$ cat config.mk
export PLATFORM = sky130hd
export DESIGN_NAME = id_ex_skid_stage
export DESIGN_NICKNAME = d
export VERILOG_FILES = /design/src/rtl/id_ex_pkg.sv /design/src/rtl/id_ex_skid_stage_pipe_slot.sv /design/src/rtl/id_ex_skid_stage.sv
export SDC_FILE = /design/constraint.sdc
export NUM_CORES = 1
export LEC_CHECK = 0
export ABC_AREA = 1
export CELL_PAD_IN_SITES_DETAIL_PLACEMENT = 0
export CELL_PAD_IN_SITES_GLOBAL_PLACEMENT = 1
export CORE_MARGIN = 5
export CORE_UTILIZATION = 43
export CTS_BUF_LIST = sky130_fd_sc_hd__clkbuf_2
export CTS_CLUSTER_DIAMETER = 50
export DETAILED_ROUTE_END_ITERATION = 8
export PLACE_DENSITY_LB_ADDON = 0.1
export SYNTH_ARGS = -nofsm -noshare
export SYNTH_HDL_FRONTEND = slang
export SYNTH_HIERARCHICAL = 1
export SYNTH_SLANG_ARGS = --single-unit
$ cat constraint.sdc
create_clock -name Clk -period 2.3 [get_ports Clk]
set_input_delay 0.575 -clock Clk [delete_from_list [all_inputs] [get_ports Clk]]
set_output_delay 0.575 -clock Clk [all_outputs]
set_load 0.1 [all_outputs]
$ cat src/rtl/id_ex_pkg.sv
// Shared definitions for the ID->EX pipeline stage: control-word layout and the occupancy state type.
package id_ex_pkg;

  localparam int unsigned CTRL_W_DEF    = 16;

  localparam int unsigned CTRL_BRANCH   = 0;
  localparam int unsigned CTRL_MEMREAD  = 1;
  localparam int unsigned CTRL_MEMWRITE = 2;
  localparam int unsigned CTRL_REGWRITE = 3;
  localparam int unsigned CTRL_MEMTOREG = 4;
  localparam int unsigned CTRL_REGDST   = 5;
  localparam int unsigned CTRL_ALUOP_LO = 6;
  localparam int unsigned CTRL_ALUOP_HI = 8;
  localparam int unsigned CTRL_ALUSRC   = 9;
  localparam int unsigned CTRL_SWAP     = 10;

  typedef enum logic [1:0] {
    EMPTY = 2'd0,
    ONE   = 2'd1,
    TWO   = 2'd2
  } slot_state_e;

endpackage

$ cat src/rtl/id_ex_skid_stage_pipe_slot.sv
// Generic valid + payload register. Clear wins over load; clear leaves the payload untouched.
module pipe_slot #(
  parameter int unsigned W = 8
) (
  input  logic         clk,
  input  logic         rst_n,
  input  logic         load_i,
  input  logic         clear_i,
  input  logic [W-1:0] data_i,
  output logic         valid_o,
  output logic [W-1:0] data_o
);

  logic         valid_q, valid_d;
  logic [W-1:0] data_q, data_d;

  always_comb begin
    valid_d = valid_q;
    data_d  = data_q;
    if (clear_i) begin
      valid_d = 1'b0;
    end else if (load_i) begin
      valid_d = 1'b1;
      data_d  = data_i;
    end
  end

  always_ff @(posedge clk or negedge rst_n) begin
    if (!rst_n) begin
      valid_q <= 1'b0;
      data_q  <= '0;
    end else begin
      valid_q <= valid_d;
      data_q  <= data_d;
    end
  end

  assign valid_o = valid_q;
  assign data_o  = data_q;

endmodule

$ cat src/rtl/id_ex_skid_stage.sv
// ID->EX pipeline register with valid/ready handshake, flush, optional 2-entry skid buffer
// and a saturating stall counter. Output control is masked to zero whenever the stage is empty.
module id_ex_skid_stage
  import id_ex_pkg::*;
#(
  parameter int unsigned CTRL_W = CTRL_W_DEF,
  parameter int unsigned DATA_W = 32,
  parameter int unsigned REGF_W = 5,
  parameter int unsigned SKID   = 1,
  parameter int unsigned CNT_W  = 16
) (
  input  logic              Clk,
  input  logic              Rst_n,
  input  logic              InValid,
  output logic              InReady,
  input  logic [CTRL_W-1:0] InCtrl,
  input  logic [DATA_W-1:0] InPC,
  input  logic [DATA_W-1:0] InRD1,
  input  logic [DATA_W-1:0] InRD2,
  input  logic [DATA_W-1:0] InImm,
  input  logic [REGF_W-1:0] InRd,
  input  logic [REGF_W-1:0] InRt,
  input  logic              Flush,
  output logic              OutValid,
  input  logic              OutReady,
  output logic [CTRL_W-1:0] OutCtrl,
  output logic [DATA_W-1:0] OutPC,
  output logic [DATA_W-1:0] OutRD1,
  output logic [DATA_W-1:0] OutRD2,
  output logic [DATA_W-1:0] OutImm,
  output logic [REGF_W-1:0] OutRd,
  output logic [REGF_W-1:0] OutRt,
  output logic [CNT_W-1:0]  StallCnt
);

  localparam int unsigned PAY_W = CTRL_W + 4 * DATA_W + 2 * REGF_W;

  slot_state_e       state_q, state_d;
  logic              in_ready_q, in_ready_d;
  logic [CNT_W-1:0]  stall_cnt_q, stall_cnt_d;

  logic [PAY_W-1:0]  in_pay, m_pay, s_pay, m_load_data;
  logic [CTRL_W-1:0] m_ctrl;
  logic              m_valid, s_valid;
  logic              m_load, m_clear, s_load, s_clear;
  logic              in_ready, accept, retire;

  assign in_pay   = {InCtrl, InPC, InRD1, InRD2, InImm, InRd, InRt};
  assign in_ready = (SKID != 0) ? in_ready_q : (!m_valid || OutReady);
  assign accept   = InValid && in_ready;
  assign retire   = m_valid && OutReady;

  always_comb begin
    state_d     = state_q;
    m_load      = 1'b0;
    m_clear     = 1'b0;
    s_load      = 1'b0;
    s_clear     = 1'b0;
    // M refills from the skid entry whenever one is parked, otherwise from the input
    m_load_data = s_valid ? s_pay : in_pay;
    if (Flush) begin
      state_d = EMPTY;
      m_clear = 1'b1;
      s_clear = 1'b1;
    end else begin
      case (state_q)
        EMPTY: begin
          if (accept) begin
            m_load  = 1'b1;
            state_d = ONE;
          end
        end
        ONE: begin
          if (accept && retire) begin
            m_load = 1'b1;
          end else if (accept && (SKID != 0)) begin
            s_load  = 1'b1;
            state_d = TWO;
          end else if (retire) begin
            m_clear = 1'b1;
            state_d = EMPTY;
          end
        end
        TWO: begin
          if (retire) begin
            m_load  = 1'b1;
            s_clear = 1'b1;
            state_d = ONE;
          end
        end
        default: state_d = EMPTY;
      endcase
    end
    in_ready_d  = (state_d != TWO);
    stall_cnt_d = stall_cnt_q;
    if (m_valid && !OutReady && (stall_cnt_q != '1)) begin
      stall_cnt_d = stall_cnt_q + CNT_W'(1);
    end
  end

  always_ff @(posedge Clk or negedge Rst_n) begin
    if (!Rst_n) begin
      state_q     <= EMPTY;
      in_ready_q  <= 1'b1;
      stall_cnt_q <= '0;
    end else begin
      state_q     <= state_d;
      in_ready_q  <= in_ready_d;
      stall_cnt_q <= stall_cnt_d;
    end
  end

  pipe_slot #(.W(PAY_W)) u_slot_m (
    .clk     (Clk),
    .rst_n   (Rst_n),
    .load_i  (m_load),
    .clear_i (m_clear),
    .data_i  (m_load_data),
    .valid_o (m_valid),
    .data_o  (m_pay)
  );

  pipe_slot #(.W(PAY_W)) u_slot_s (
    .clk     (Clk),
    .rst_n   (Rst_n),
    .load_i  (s_load),
    .clear_i (s_clear),
    .data_i  (in_pay),
    .valid_o (s_valid),
    .data_o  (s_pay)
  );

  assign {m_ctrl, OutPC, OutRD1, OutRD2, OutImm, OutRd, OutRt} = m_pay;
  assign OutCtrl  = m_valid ? m_ctrl : '0;
  assign OutValid = m_valid;
  assign InReady  = in_ready;
  assign StallCnt = stall_cnt_q;

endmodule
# Word-level counts from Yosys, hierarchy flattened
# Cells that the tools add are included.
[word_totals] word_cells=52 output_inout_bits=172 ff_bits=329 in_bits=159
[classes] eq_ne=4 n_mux=27 n_reduce_logical=11 add_sub_neg=1 bitwise_logic=2
[ops] operator="$mux 154" count=1
[ops] operator="$mux 1" count=17
[ops] operator="$add 16x1->16 const B" count=1
[ops] operator="$mux 16" count=1
[ops] operator="$ne 16x16->1 const B" count=1
[ops] operator="$mux 2" count=6
[ops] operator="$pmux 2 s3" count=1
[ops] operator="$logic_and 1x1->1" count=5
[ops] operator="$reduce_and 2->1" count=2
[ops] operator="$reduce_bool 2->1" count=2
[ops] operator="$pmux 1 s3" count=1
[ops] operator="$eq 2x1->1 const B" count=1
[ops] operator="$eq 2x2->1 const B" count=1
[ops] operator="$logic_not 2->1" count=1
[ops] operator="$ne 2x2->1 const B" count=1
[ops] operator="$not 1->1" count=2
[ops] operator="$logic_not 1->1" count=1

# Depth between registers and ports, before layout
# Gate-level depths: netlist of the first run.
[depth] word_depth=8 depth_mapped=11 depth_no_buf=8

# Cells and area by module
# Netlist of the first run, hierarchy kept.
[modules_own_cells] mod="pipe_slot" n_inst=2 area_each_um2=6122.1 seq_area_each_um2=3878.7 cells_each=672
[modules_own_cells] mod="id_ex_skid_stage" n_inst=1 area_each_um2=3131.8 seq_area_each_um2=476.7 cells_each=374

# Least setup slack after synthesis of the first run
# Ideal clock, no wire load.
[synth_timing] kind="reg-to-output" startpoint="register u_slot_m.valid_q (netlist: u_slot_m/valid_o)" endpoint="output OutCtrl[10]" stages_incl_launch_ff=5 required_time_ns=1.725 path_buffers=2 slack_ns=-0.442 arrival_ns=2.167 cell_sequence="dfrtp_1 -> buf_2 -> clkbuf_1 -> nand2_1 -> inv_1"
[synth_between] elab_chain_cells=1
[synth_lines] item="start, declared" line_no="id_ex_skid_stage_pipe_slot.sv:14" text="logic valid_q, valid_d;"
[synth_lines] item="start signal, assigned" line_no="id_ex_skid_stage_pipe_slot.sv:33" text="valid_q <= valid_d;"
[synth_lines] item="$mux 16" line_no="id_ex_skid_stage.sv:134" text="assign OutCtrl = m_valid ? m_ctrl : '0;"
[synth_lines] item="end, declared" line_no="id_ex_skid_stage.sv:26" text="output logic [CTRL_W-1:0] OutCtrl,"
# No other way between the ends.

# Worst setup path in the final report of the first run
[layout_timing] startpoint="register u_slot_m.valid_q (netlist: u_slot_m/valid_o)" endpoint="output OutCtrl[8]"
# The elaborated chain is that of the path after synthesis.

==> results of run 1 <==
## layout make-up
| type | instances | area [um^2] |
|---|---|---|
| Inverter | 37 | 183 |
| Timing Repair Buffer | 408 | 4640 |
| Tap cell | 461 | 577 |
| Clock buffer | 137 | 686 |
| Multi-Input combinational cell | 1229 | 6350 |
| Fill cell | 3188 | 14600 |
| Antenna cell | 6 | 15.0 |
| Clock inverter | 24 | 120 |
| Sequential cell | 329 | 8260 |
## cells by family (layout without fill, tap and decap cells)
kind of cell | after synthesis | count (layout)
simple gates | 1057 | 1057
flops | 329 | 329
buf+inv | 160 | 606
mux | 154 | 154
xor+xnor | 9 | 9
compound gates | 8 | 8
fa+ha+maj | 1 | 1
other cells | 0 | 6
## critical path, cell delays in order (launching register included)
cell,delay [ns]
dfrtp_2,0.45
buf_12,0.16
nand2_2,0.08
clkinvlp_4,0.12
buf_12,0.18
## registers in the layout, summed over array words and instances, names as in the netlist
signal,cells
state_q,2
u_slot_m/data_o,154
u_slot_s/data_o,154
InReady,1
u_slot_m/valid_o,1
StallCnt,16
u_slot_s/valid_o,1
## metrics by stage
| step | power, mW | instance area (um^2) | setup TNS (ns) | hold WS, ns | instances |
|---|---|---|---|---|---|
| global placement | 20.9 | 19300 | -12.92 | 0.447 | 2453 |
| CTS | 25.9 | 20700 | -5.07 | 0.0263 | 2622 |
| finish | 25.8 | 20800 | -2.86 | 0.128 | 2631 |
| detailed placement | 21.1 | 19300 | -22.20 | 0.454 | 2453 |
| global route | 27.3 | 20800 | -4.99 | 0.0550 | 2629 |
| floorplan | 17.9 | 15400 | 0 | 0.279 | 1718 |
## what timing repair did
| item | in CTS | in global routing |
|---|---|---|
| hold endpoints to repair | 270 | 0 |
| pin swaps | 0 | 0 |
| hold buffers | 1 | 0 |
| gates resized for setup | 149 | 40 |
| endpoints found under the setup margin | 101 | 54 |
| setup buffers | 7 | 3 |
## power by group through the flow
stage                     clock (mW)  combinational, mW  sequential [mW]
after floorplan                    0               2.58             15.3
after global placement             0               11.6             9.23
after detailed placement           0               11.8             9.28
after CTS                       4.37               12.2             9.30
after global routing            4.72               13.0             9.59
final                           4.18               12.3             9.34
## per-layer routing
metal  GRT usage [%]  vias to the layer above  wire (um)
met1            31.9                     6344      20200
met4            7.47                        6        726
met2            36.9                      393      22800
met5               0                        -         41
met3            6.00                       61       3240
li1                -                     6393          -
## how the worst max path moves through the flow
stage                     slack (ns)                   to  cells after the start
after global routing           -0.34           OutCtrl[8]                      4
after detailed placement       -0.16  u_slot_m/data_o[92]                      8
after CTS                      -0.34           OutCtrl[8]                      4
final                          -0.22           OutCtrl[8]                      4
after global placement         -0.10  u_slot_m/data_o[97]                      8
after floorplan                 0.04          OutCtrl[10]                      4
## cells in the final DEF, fill, tap and decap left out, types with 22 or more instances in the layout
cell / count
nand2_1: 698
mux2_2: 154
buf_4: 87
nand3_1: 315
buf_6: 85
clkdlybuf4s50_1: 157
dfrtp_1: 307
buf_8: 22
buf_12: 56
clkbuf_2: 137
==> reports/results.txt, run 1 <==
Initial Util: 43.4%
CP Capture Type: output port
Num CTS Buffers: 89
area grow syn2layout: 35.5%
Die H: 199 um
I/O pin total: 331
row count: 69
final hold vios: 0
Syn Area/Cell: 8.95 um^2
Worst R2R Start: u_slot_m/valid_o
Max-cap violations: 0
post-layout min period: 2.52 ns
hold crit path type: input port to asynchronous set/reset pin
Synth Area in Compound Gates: 0.334%
worst path required time: 1.73 ns
WL/cell: 17.9 um
Slew Viols, Final: 0
CTS H-tree lvls: 3
failing checks: negative setup slack
simple-gate area share of the yosys netlist: 28.7%
clock power share: 16.2%
flops & latches, synth: 329
cells after synthesis: 1,718
final setup vio count: 17
clock sink total: 329
Top FF cell, synth: dfrtp_1
Worst R2R Path Depth: 10
later-pin clock latency in the skew report: 0.95 ns
Crit. Startpoint: u_slot_m/valid_o
post-synth top area share: 53.4%
net load switching power: 12.9 mW
clock skew: 0.0687 ns
# nets final: 2,254
top-count cell post-synth: nand2_1
r2r setup slk: 0.19 ns
Peak Freq: 0.396 GHz
vias in the first global route: 13,400
Yosys cell types: 25
WS Path Type: register to output port
global-route wire length before repair: 74,500 um
port bufs: 330
largest family of logic cells by synthesized area: simple AND/OR/NAND/NOR gates
part of the power in registers: 36.2%
largest net degree at the start of global routing: 71
Post-Synth Adder-Cell Area: 0.0814%
Net Sw Frac: 50.0%
Int Power: 12.9 mW
biggest area consumer among synthesized cells: dfrtp_1
share of layout cells above drive strength 1: 28.0%
Async SR Flop Fraction: 100%
Worst Path Arrival: 1.95 ns
Total GRT Usage: 23.4%
Worst Tran Pin Value: 0.543 ns
Place WS: -0.160 ns
CTS Root Cell: clkbuf_2
Comb pwr share: 47.6%
area of the mapped netlist: 15,400 um^2
XOR/XNOR share of the synthesized area: 0.513%
Worst slew margin: 63.8%
post-synthesis sequential area ratio: 53.6%
RSZ-0062 raised after global routing: yes
Tcrit/Tclk final: 110%
RePlAce Congestion: 0.807
initial DRC count: 808
critical path launch point type: register
Vias: 13,200
mux cell area share after synthesis: 11.3%
RR Endpoint: u_slot_s/data_o[18]
die span in x: 199 um
# DRC: 0
Syn. warnings: 6
Core Area: 35,400 um^2
Final WS setup: -0.225 ns
clock buffer depth: 3
die footprint: 39,600 um^2
status: complete, but fails checks
clock slew at reported path FFs: 0.12 ns
critical path fanouts, max: 13
final global-route overflow total: 0
Leakage: 10.5 nW
Post-synth EDFFs: 0
net count after synthesis: 1,878
Post-synth top cells: 710 x nand2_1, 328 x dfrtp_1, 315 x nand3_1
final wirelength: 47,000 um
TritonRoute pass-1 iters: 5
Power Density: 1240 nW/um^2
CTS tree: done
main area contributors after synthesis: dfrtp_1 53%, nand2_1 17%, mux2_2 11%, nand3_1 10%, buf_2 3.4%
maximum vdd drop: 0.00103 V
Via density: 5.02
post-detail-place hpwl: 30,100 um
initial antenna violation count: 8
fin util: 58.9%
ANT nets after route: 0
Power figures use the tool's default switching activity.
==> run 2: changes to the inputs <==
--- a/config.mk
+++ b/config.mk
@@ -13,7 +13,7 @@
 export CTS_BUF_LIST = sky130_fd_sc_hd__clkbuf_2
 export CTS_CLUSTER_DIAMETER = 50
 export DETAILED_ROUTE_END_ITERATION = 8
-export PLACE_DENSITY_LB_ADDON = 0.1
+export PLACE_DENSITY_LB_ADDON = 0.2
 export SYNTH_ARGS = -nofsm -noshare
 export SYNTH_HDL_FRONTEND = slang
 export SYNTH_HIERARCHICAL = 1
==> run 2 against run 1 <==
  * The flow still finishes with violations (negative setup slack)
  * Sequential share of layout area fell by 0.30 points
  * Maximum frequency rose by 2.4%
  * Utilization rose by 0.42 points
  * Clock power rose by 8.1%
  * Combinational power barely moved
  * Register-to-register slack improved by 0.24 ns
  * Design area rose by 0.72%
  * Sequential power barely moved
==> reports/results.txt, run 2 (synthesized netlist as in run 1, its figures left out) <==
later-pin clock latency in the skew report: 0.95 ns
Worst Path Arrival: 1.89 ns
CTS Root Cell: clkbuf_2
post-placement cell area: 19,300 um^2
final hold vios: 0
Leakage: 10.6 nW
Die H: 199 um
fillers: 3,194
Peak Freq: 0.406 GHz
initial DRC count: 721
# nets final: 2,257
clock buffer depth: 3
failing checks: negative setup slack
Final WS setup: -0.165 ns
FF/Latch Area: 8260 um^2
Num CTS Buffers: 87
largest net degree at the start of global routing: 83
status: complete, but fails checks
Worst R2R Start: InReady
Power Density: 1250 nW/um^2
TritonRoute pass-1 iters: 5
worst hold slack: 0.175 ns
fin util: 59.3%
Vias: 13,400
global-route wire length before repair: 74,100 um
area grow syn2layout: 36.5%
final global-route overflow total: 0
post-layout min period: 2.47 ns
RePlAce Congestion: 0.810
clock skew: 0.0616 ns
critical path launch point type: register
CP Capture Type: output port
WL/cell: 17.6 um
worst path required time: 1.73 ns
I/O pin total: 331
Crit. Startpoint: u_slot_m/valid_o
row count: 69
initial antenna violation count: 10
hold crit path type: input port to asynchronous set/reset pin
multi-input logic area: 6340 um^2
Slew Viols, Final: 0
commonest non-fill, non-tap cell in the layout: nand2_1
Worst Tran Pin Value: 0.607 ns
share of layout cells above drive strength 1: 28.1%
die span in x: 199 um
post-detail-place hpwl: 30,100 um
Core Area: 35,400 um^2
clock slew at reported path FFs: 0.11 ns
CTS tree: done
ANT nets after route: 0
Worst slew margin: 59.5%
commonest non-fill, non-tap cells in the layout: 699 x nand2_1, 315 x nand3_1, 309 x dfrtp_1
maximum vdd drop: 0.00115 V
Tcrit/Tclk final: 107%
CTS H-tree lvls: 3
final wirelength: 46,200 um
cell area after layout: 21,000 um^2
vias in the first global route: 13,800
final setup vio count: 17
Via density: 5.08
critical path fanouts, max: 18
Total GRT Usage: 23.2%
die footprint: 39,600 um^2
port bufs: 330
Max-cap violations: 0
WS Path Type: register to output port
clock sink total: 329
# DRC: 0
Initial Util: 43.4%
RSZ-0062 raised after global routing: yes
run 2: stage by stage:
| stage | setup slack (ns) | TNS (ns) | cells | total power [mW] |
|---|---|---|---|---|
| 5_1_grt | -0.277 | -3.74 | 2625 | 27.6 |
| 2_1_floorplan | 0.0416 | 0 | 1718 | 17.9 |
| 3_5_place_dp | -0.137 | -19.71 | 2454 | 21.1 |
| 4_1_cts | -0.318 | -4.69 | 2620 | 26.5 |
| 6_report | -0.165 | -1.95 | 2628 | 26.2 |
| 3_3_place_gp | -0.0875 | -11.79 | 2454 | 20.9 |
run 2: routing by layer:
layer | GRT usage [%] | share of wire, %
met3 | 6.29 | 7.4
met4 | 8.05 | 2.2
met2 | 36.5 | 47
met5 | 0 | 0.10
met1 | 31.3 | 44
run 2: repair_timing:
action	in CTS	in global routing
setup endpoints to repair	123	18
pin swaps	0	0
hold buffers	1	0
gates resized for setup	189	1
cloned	0	0
endpoints found under the hold margin	233	0
setup buffers	13	1
run 2: worst paths after layout:
kind / to / slack, ns / cells past startpoint
min in group Clk: u_slot_s/data_o[9] / 0.20 / 3
hold / removal: u_slot_s/data_o[115] / 0.18 / 2
max in group asynchronous: InReady / 1.30 / 3
setup reg to reg: u_slot_s/data_o[141] / 0.43 / 8
hold reg to reg: u_slot_s/data_o[149] / 0.47 / 2
setup / recovery: OutCtrl[7] / -0.17 / 4
run 2: where the power goes:
group          switching, mW  internal, mW
Sequential              1.39          7.92
Combinational           9.02          3.33
Clock                   2.45          2.07
run 2: area by class of cell:
| type | instances | share of cell area (%) |
|---|---|---|
| sequential | 329 | 39.4 |
| multi-input combinational | 1229 | 30.2 |
| timing repair buffer | 413 | 22.6 |
| clock buffer | 133 | 3.17 |
| tap | 461 | 2.75 |
| clock inverter | 19 | 0.978 |
| inverter | 37 | 0.870 |
| antenna | 7 | 0.0834 |
run 2: critical path, stage by stage, from the launching register on:
cell and delay [ns]:
dfrtp_2 0.43, buf_12 0.16, nand2_2 0.08, clkinvlp_4 0.12, buf_12 0.19
==> run 3: changes to the inputs <==
--- a/config.mk
+++ b/config.mk
@@ -8,12 +8,11 @@
 export ABC_AREA = 1
 export CELL_PAD_IN_SITES_DETAIL_PLACEMENT = 0
 export CELL_PAD_IN_SITES_GLOBAL_PLACEMENT = 1
-export CORE_MARGIN = 5
 export CORE_UTILIZATION = 43
 export CTS_BUF_LIST = sky130_fd_sc_hd__clkbuf_2
 export CTS_CLUSTER_DIAMETER = 50
 export DETAILED_ROUTE_END_ITERATION = 8
-export PLACE_DENSITY_LB_ADDON = 0.2
+export PLACE_DENSITY_LB_ADDON = 0.1
 export SYNTH_ARGS = -nofsm -noshare
 export SYNTH_HDL_FRONTEND = slang
 export SYNTH_HIERARCHICAL = 1
==> run 3 against run 2 <==
  * The run still ends with negative setup slack left
  * Non-clock buffer count shrank 3
  * Die area shrank 7.9%
  * Clock power down 11%
  * Critical path depth stayed put
  * Global-route usage increased by 1.4 points
  * Design area is 0.64% lower
  * Flip-flop and latch count is the same
  * Total power shrank 2.0%
  * First-iteration DRC count shrank 7.9%
==> reports/results.txt, run 3 (synthesized netlist as in run 1, its figures left out) <==
area grow syn2layout: 35.6%
CTS H-tree lvls: 3
fillers: 3,109
final hold vios: 0
final setup vio count: 17
Num CTS Buffers: 90
vias in the first global route: 13,600
crit path buf inv count: 3
Vias: 13,200
net load switching power: 12.8 mW
status: complete, but fails checks
met3 wire length: 3070 um
CTS Root Cell: clkbuf_2
I/O pin total: 331
Core Area: 34,900 um^2
final global-route overflow total: 0
RePlAce Congestion: 0.799
part of the power in registers: 36.3%
Worst R2R Path Depth: 9
die span in x: 191 um
row count: 68
global-route wire length before repair: 71,200 um
Worst slew margin: 68.0%
clock skew: 0.0554 ns
cell area after layout: 20,900 um^2
clock sink total: 329
WS Path Type: register to output port
CTS tree: done
Power Density: 1230 nW/um^2
failing checks: negative setup slack
Max-cap violations: 0
Worst R2R Start: StallCnt[1]
commonest non-fill, non-tap cell in the layout: nand2_1
CP max stage delay: 0.43 ns
Total GRT Usage: 24.6%
Via density: 5.06
clock power share: 15.7%
Worst Path Arrival: 1.88 ns
commonest non-fill, non-tap cells in the layout: 699 x nand2_1, 315 x nand3_1, 308 x dfrtp_1
family with the most delay on the worst path: buffers and inverters
# DRC: 0
later-pin clock latency in the skew report: 0.93 ns
RSZ-0062 raised after global routing: yes
Leakage: 10.5 nW
worst path required time: 1.73 ns
Most common cell on crit path: buf_12
Net Sw Frac: 49.8%
post-detail-place hpwl: 28,000 um
RR Endpoint: StallCnt[9]
uppermost layer routed: met5
largest net degree at the start of global routing: 65
Worst Tran Pin Value: 0.478 ns
Die H: 191 um
post-layout min period: 2.46 ns
post-placement cell area: 19,300 um^2
Comb pwr share: 48.0%
fin util: 59.8%
TritonRoute pass-1 iters: 5
Peak Freq: 0.407 GHz
initial DRC count: 664
CP Capture Type: output port
ANT nets after route: 0
WL/cell: 17.2 um
CP cell instances: buf_12 > nand2_2 > clkinvlp_4 > buf_12
hold crit path type: input port to asynchronous set/reset pin
Final WS setup: -0.157 ns
share of layout cells above drive strength 1: 27.9%
# nets final: 2,257
final wirelength: 44,900 um
Int Power: 12.9 mW
clock buffer depth: 3
initial antenna violation count: 6
die footprint: 36,500 um^2
port bufs: 330
M1 WL: 19,900 um
Initial Util: 44.1%
clock slew at reported path FFs: 0.10 ns
Slew Viols, Final: 0
r2r setup slk: 0.31 ns
met2 WL: 20,700 um
maximum vdd drop: 0.00154 V
Tcrit/Tclk final: 107%
critical path fanouts, max: 14
PnR Total Power: 25.6 mW
critical path launch point type: register
critical path's slowest cell: dfrtp_2
-- run 3: power groups by stage --
stage / registers, mW / logic (mW) / clock network, mW
2_1_floorplan: 15.3 / 2.58 / 0
3_3_place_gp: 9.21 / 11.6 / 0
3_5_place_dp: 9.25 / 11.8 / 0
4_1_cts: 9.23 / 12.1 / 4.21
5_1_grt: 9.55 / 12.9 / 4.52
6_report: 9.30 / 12.3 / 4.03
-- run 3: layer usage --
metal	vias to the layer above	GRT usage, %
li1	6375	-
met5	-	0
met1	6373	32.2
met3	89	6.92
met2	394	38.3
met4	2	10.1
-- run 3: layout make-up --
class,instances,area (um^2),area share (%)
antenna,4,10.0,0.0480
clock buffer,136,681,3.26
clock inverter,13,75.1,0.360
inverter,37,183,0.876
multi-input combinational,1229,6340,30.4
sequential,329,8260,39.6
tap,455,569,2.73
timing repair buffer,410,4740,22.7
-- run 3: how the worst max path moves through the flow --
| stage | startpoint | to | slack [ns] | cells past startpoint |
|---|---|---|---|---|
| after floorplan | u_slot_m/valid_o | OutCtrl[10] | 0.04 | 4 |
| after global placement | OutReady | u_slot_m/data_o[108] | -0.08 | 9 |
| after detailed placement | OutReady | u_slot_m/data_o[22] | -0.10 | 10 |
| after CTS | u_slot_m/valid_o | OutCtrl[12] | -0.27 | 4 |
| after global routing | u_slot_m/valid_o | OutCtrl[11] | -0.31 | 4 |
| final | u_slot_m/valid_o | OutCtrl[11] | -0.16 | 4 |
-- run 3: metrics by stage --
stage	cells	setup WS, ns	TNS [ns]	hold WS (ns)
after global placement	2441	-0.0769	-7.81	0.447
after global routing	2613	-0.310	-4.42	0.0688
after detailed placement	2441	-0.104	-12.80	0.453
final	2613	-0.157	-1.70	0.170
after CTS	2602	-0.270	-3.77	0.0454
after floorplan	1718	0.0416	0	0.279
-- run 3: timing repair --
action | 4_1_cts | 5_1_grt
hold buffers | 1 | 0
pin swaps | 0 | 0
endpoints found under the hold margin | 260 | 0
buffers inserted | 11 | 7
gates resized for setup | 129 | 61
endpoints found under the setup margin | 82 | 79
